<file path="config.mk">
export PLATFORM = sky130hd
export DESIGN_NAME = pixel_seq_ctrl
export DESIGN_NICKNAME = d
export VERILOG_FILES = /design/src/rtl/mixpix_pkg.sv /design/src/rtl/pixel_seq_ctrl.sv
export SDC_FILE = /design/constraint.sdc
export NUM_CORES = 1
export LEC_CHECK = 0
export BUFFER_PORTS_ARGS = -buffer_cell sky130_fd_sc_hd__buf_2
export CAP_MARGIN = 20
export CORE_AREA = 2 2 90 113
export CTS_BUF_LIST = sky130_fd_sc_hd__clkbuf_4 sky130_fd_sc_hd__clkbuf_8
export DETAILED_ROUTE_END_ITERATION = 7
export DIE_AREA = 0 0 92 115
export GPL_TIMING_DRIVEN = 0
export PLACE_DENSITY_LB_ADDON = 0.08
export SETUP_SLACK_MARGIN = 0.3
export SLEW_MARGIN = 0
export SYNTH_ARGS = -nofsm -noshare
export SYNTH_HDL_FRONTEND = slang
export SYNTH_SLANG_ARGS = --single-unit
</file>
<file path="constraint.sdc">
create_clock -name wb_clk_i -period 2.97 [get_ports wb_clk_i]
set_input_delay 0.4455 -clock wb_clk_i [delete_from_list [all_inputs] [get_ports wb_clk_i]]
set_output_delay 0.4455 -clock wb_clk_i [all_outputs]
set_load 0.01 [all_outputs]
</file>
<file path="src/rtl/mixpix_pkg.sv">
// Shared definitions for the MixPix pixel sequencer: state codes, default
// timing constants and a small width helper.
package mixpix_pkg;

  typedef logic [2:0] state_t;

  localparam state_t S_IDLE = 3'd0;
  localparam state_t S_RST  = 3'd1;
  localparam state_t S_INT  = 3'd2;
  localparam state_t S_SH   = 3'd3;
  localparam state_t S_CMP  = 3'd4;
  localparam state_t S_RD   = 3'd5;
  localparam state_t S_DONE = 3'd6;

  localparam int T_RST_DEF  = 4;
  localparam int T_SH_DEF   = 2;
  localparam int T_TMO_DEF  = 255;
  localparam int DATA_W_DEF = 8;
  localparam int TINT_W_DEF = 16;

  function automatic int max3(input int a, input int b, input int c);
    int m;
    m = (a > b) ? a : b;
    return (m > c) ? m : c;
  endfunction

endpackage

</file>
<file path="src/rtl/pixel_seq_ctrl.sv">
// Frame sequencer for one MixPix pixel channel: reset, integrate, sample/hold,
// compare and serial readout, with abort and conversion timeout.
module pixel_seq_ctrl
  import mixpix_pkg::*;
#(
  parameter int T_RST  = T_RST_DEF,
  parameter int T_SH   = T_SH_DEF,
  parameter int T_TMO  = T_TMO_DEF,
  parameter int DATA_W = DATA_W_DEF,
  parameter int TINT_W = TINT_W_DEF
) (
  input  logic              wb_clk_i,
  input  logic              wb_rst_ni,
  input  logic              frame_req_i,
  input  logic              abort_i,
  input  logic [TINT_W-1:0] cfg_tint_i,
  input  logic              cfg_path_i,
  input  logic              conv_done_i,
  input  logic              data_i,
  output logic              Sh_rst_o,
  output logic              counter_rst_o,
  output logic              Vd1_o,
  output logic              Vd2_o,
  output logic              Sw1_o,
  output logic              Sw2_o,
  output logic              Sh_o,
  output logic              Sh_cmp_o,
  output logic              start_o,
  output logic              rd_en_o,
  output logic              busy_o,
  output logic              valid_o,
  output logic              timeout_o,
  output logic [DATA_W-1:0] pix_data_o
);

  localparam int CW = max3(TINT_W, $clog2(T_TMO + 1), $clog2(DATA_W + 1));

  state_t            state, state_nxt;
  logic [CW-1:0]     cnt, cnt_nxt;
  logic [TINT_W-1:0] tint_m1;
  logic              path;
  logic [DATA_W-2:0] shreg;
  logic              accept, tmo_nxt, in_int;

  assign accept = (state == S_IDLE) && frame_req_i && !abort_i;

  // One shared phase counter; every transition reloads it to zero.
  always_comb begin
    state_nxt = state;
    cnt_nxt   = cnt + CW'(1);
    tmo_nxt   = 1'b0;
    case (state)
      S_IDLE: begin
        cnt_nxt = '0;
        if (accept) state_nxt = S_RST;
      end
      S_RST: if (cnt == CW'(T_RST - 1)) begin
        state_nxt = S_INT;
        cnt_nxt   = '0;
      end
      S_INT: if (cnt >= CW'(tint_m1)) begin
        state_nxt = S_SH;
        cnt_nxt   = '0;
      end
      S_SH: if (cnt == CW'(T_SH - 1)) begin
        state_nxt = S_CMP;
        cnt_nxt   = '0;
      end
      S_CMP: begin
        // cnt counts cycles waited after the start cycle
        if (conv_done_i) begin
          state_nxt = S_RD;
          cnt_nxt   = '0;
        end else if (cnt == CW'(T_TMO)) begin
          state_nxt = S_IDLE;
          cnt_nxt   = '0;
          tmo_nxt   = 1'b1;
        end
      end
      S_RD: if (cnt == CW'(DATA_W - 1)) begin
        state_nxt = S_DONE;
        cnt_nxt   = '0;
      end
      S_DONE: begin
        state_nxt = S_IDLE;
        cnt_nxt   = '0;
      end
      default: begin
        state_nxt = S_IDLE;
        cnt_nxt   = '0;
      end
    endcase
    if (abort_i && state != S_IDLE) begin
      state_nxt = S_IDLE;
      cnt_nxt   = '0;
      tmo_nxt   = 1'b0;
    end
  end

  assign in_int = (state_nxt == S_INT);

  // Outputs are decoded from the next state so they line up with the state register.
  always_ff @(posedge wb_clk_i or negedge wb_rst_ni) begin
    if (!wb_rst_ni) begin
      state         <= S_IDLE;
      cnt           <= '0;
      tint_m1       <= '0;
      path          <= 1'b0;
      shreg         <= '0;
      Sh_rst_o      <= 1'b0;
      counter_rst_o <= 1'b0;
      Vd1_o         <= 1'b0;
      Vd2_o         <= 1'b0;
      Sw1_o         <= 1'b0;
      Sw2_o         <= 1'b0;
      Sh_o          <= 1'b0;
      Sh_cmp_o      <= 1'b0;
      start_o       <= 1'b0;
      rd_en_o       <= 1'b0;
      busy_o        <= 1'b0;
      valid_o       <= 1'b0;
      timeout_o     <= 1'b0;
      pix_data_o    <= '0;
    end else begin
      state <= state_nxt;
      cnt   <= cnt_nxt;
      if (accept) begin
        tint_m1 <= (cfg_tint_i == '0) ? '0 : cfg_tint_i - TINT_W'(1);
        path    <= cfg_path_i;
      end
      if (state == S_RD) shreg <= (DATA_W-1)'({shreg, data_i});
      if (state == S_RD && state_nxt == S_DONE) pix_data_o <= {shreg, data_i};
      Sh_rst_o      <= (state_nxt == S_RST);
      counter_rst_o <= (state_nxt == S_RST);
      Vd1_o         <= in_int && !path;
      Sw1_o         <= in_int && !path;
      Vd2_o         <= in_int && path;
      Sw2_o         <= in_int && path;
      Sh_o          <= (state_nxt == S_SH);
      Sh_cmp_o      <= (state_nxt == S_CMP);
      start_o       <= (state_nxt == S_CMP) && (state != S_CMP);
      rd_en_o       <= (state_nxt == S_RD);
      busy_o        <= (state_nxt != S_IDLE);
      valid_o       <= (state_nxt == S_DONE);
      timeout_o     <= tmo_nxt;
    end
  end

endmodule

</file>
==> reports/metrics.csv <==
metric,value,unit
worst_clock_skew,0.00776,ns
drv_slew,0,
totalWireLength,6690,um
start_util,34.0,%
cts.reportedPaths.clkPinSlew,0.07,ns
worst_slew_pin_slew,0.776,ns
synth_edf_count,0,
nNetsFinal,424,
crit_chain,ha_2 -> nand2_1 -> or3_1 -> clkbuf_1 -> o41ai_2 -> a21boi_4 -> nor3_4 -> buf_12 -> mux2_2,
gp_congestion,0.781,
drcViolationCount,0,
io_buffers,43,
gr-max-usage-layer,met2,
async_flop_share,100,%
worstPathRequired,3.21,ns
antenna_left,0,
dieArea,10600,sq um
grt_use_met3,2.88,%
status,"finished, final reports clean",
synth.top_cell.area_share,47.2,%
slowest_stage,dfrtp_1,
cp_max_fo,8,
clk_latency,0.35,ns
use_met1,16.7,%
placed_cell_area,3610,sq um
die_width,92,um
yosysWarnings,0,
wire_per_inst,13.0,um
rows,40,
grt_pass1_vias,2447,
place_ws,-0.0756,ns
hold_violations,0,
worst_setup_path_start_kind,flip-flop,
syn_area,3240,sq um
cts_tree,yes,
clockBufferDepth,2,
clock.fmax,0.402,GHz
drt-pass1-iter-count,4,
design.core.area,9510,sq um
critPathMaxStageDelay,0.43,ns
final_cell_mix,"61 x dfrtp_1, 42 x buf_2, 39 x nor2_1",
yosys.area.top_type,dfrtp_1,
final-instance-count-excl-fill,513,
crit_arrival,2.72,ns
num_io_pins,44,
via_per_inst,4.77,
period_share,83.7,%
die_y,115,um
synth_nets,366,
p_per_area,687,nW/um^2
p_leak,1.90,nW
cts_root_buf,clkbuf_8,
max-slew-margin-rel,48.3,%
syn-mean-instance-area,9.99,sq um
drtIter0Drc,83,
setup_ws,0.484,ns
diodes,0,
path_class,flip-flop to flip-flop,
dpl.cell_count,493,
final_common_cell,dfrtp_1,
synth_ff_type,dfrtp_1,
layout-drive-gt1-share,24.5,%
setup_viol_count_final,0,
overflow,0,
synthTopCellsByArea,"dfrtp_1 47%, ha_1 7.3%, mux2_2 5.6%",
vias,2448,
end_kind,flip-flop,
grt_start_max_net_pins,62,
clock_sinks,61,
htreeDepth,3,
track_usage,14.2,%
finalInstanceArea,3960,sq um
min_path_type,primary input to async pin,
synth_cell_types,44,
synthCells,324,
rsz0062_at_grt,no,
tns,0,ns
area_growth,22.2,%
antenna_found_initial,0,
maxCapViolations,0,
ys_seq_elements,61,
yosysSeqAreaShare,47.2,%
grt_pass1_wl,11600,um
vdd_drop_max,187,uV
dp_hpwl,4980,um
fin_crit,2.49,ns
cts-buffers-inserted,9,
grtUsageMet2,24.4,%
nFillCells,994,
-- flip-flops by register name, summed over array words and instances, names as in the netlist --
signal / cells
timeout_o: 1
busy_o: 1
Sh_cmp_o: 1
state: 3
counter_rst_o: 1
shreg: 7
pix_data_o: 8
Sh_o: 1
path: 1
valid_o: 1
Sw1_o: 1
tint_m1: 16
cnt: 16
rd_en_o: 1
Sw2_o: 1
start_o: 1
-- cell usage after synthesis, drive strengths merged, types with 5 or more instances --
master	count
a21oi	8
clkbuf	6
dfrtp	61
ha	19
inv	20
mux2	16
nand2	32
nand2b	5
nand3	6
nand4	7
nor2	39
nor3	9
nor4	7
o21ai	19
xnor2	15
xor2	10
-- repair_timing --
| item | in CTS | in global routing |
|---|---|---|
| setup endpoints to repair | 18 | 24 |
| buffers inserted | 1 | 3 |
| pin swaps | 2 | 1 |
| hold buffers | 0 | 0 |
| gates resized for setup | 2 | 5 |
-- logic make-up (layout without fill, tap and decap cells) --
| family | count (synthesis) | in the layout | synth area share [%] |
|---|---|---|---|
| compound gates | 44 | 44 | 8.89 |
| fa+ha+maj | 19 | 19 | 7.34 |
| xor+xnor | 25 | 25 | 6.76 |
| mux | 16 | 16 | 5.57 |
| buf+inv | 30 | 93 | 3.87 |
| flops | 61 | 61 | 47.2 |
| simple gates | 129 | 129 | 20.4 |
-- cell type report --
class | instances | area, sq um | share of cell area, %
multi-input combinational | 233 | 1610 | 40.7
sequential | 61 | 1530 | 38.6
timing repair buffer | 47 | 260 | 6.58
tap | 126 | 158 | 3.99
clock buffer | 10 | 138 | 3.48
clock inverter | 6 | 134 | 3.38
inverter | 20 | 75.1 | 1.90
buffer | 10 | 52.6 | 1.33
-- stage by stage --
| stage | hold slack [ns] | util [%] | power [W] |
|---|---|---|---|
| floorplan | 0.150 | - | 0.00150 |
| global placement | 0.461 | 38.0 | 0.00170 |
| detailed placement | 0.468 | 38.0 | 0.00171 |
| CTS | 0.200 | 41.0 | 0.00275 |
| global route | 0.240 | 41.6 | 0.00291 |
| finish | 0.181 | 41.6 | 0.00272 |
-- path summary, 6_finish.rpt --
path	from	to	slack, ns	cells after the start
max in group asynchronous	wb_rst_ni	tint_m1[4]$_DFFE_PN0P_	2.29	1
min in group wb_clk_i	cfg_path_i	path$_DFFE_PN0P_	0.34	2
worst min register to register	tint_m1[12]$_DFFE_PN0P_	tint_m1[12]$_DFFE_PN0P_	0.48	2
worst max register to register	cnt[0]$_DFF_PN0_	pix_data_o[3]$_DFFE_PN0P_	0.48	9
worst min-delay path	wb_rst_ni	Sh_cmp_o$_DFF_PN0_	0.18	1
worst max-delay path	cnt[0]$_DFF_PN0_	pix_data_o[3]$_DFFE_PN0P_	0.48	9
-- power by group --
group | switching, W | internal, W | total (W)
combinational | 0.000363 | 0.000272 | 0.000635
clock | 0.000338 | 0.000665 | 0.00100
sequential | 0.0000927 | 0.000986 | 0.00108
-- worst max-delay path, delay by kind of cell (launching register included) --
kind,cells,cell delay [ns]
AO/OA/AOI/OAI,2,0.60
buffers and inverters,2,0.34
multiplexers,1,0.27
adder cells (fa/ha/maj),1,0.26
AND/OR/NAND/NOR,3,0.46
flip-flops,1,0.43
-- layer usage --
metal	wire, um	share of wire [%]
met3	312	4.7
met1	2930	44
met4	145	2.2
met2	3300	49
met5	0	0
Power figures use the tool's default switching activity.
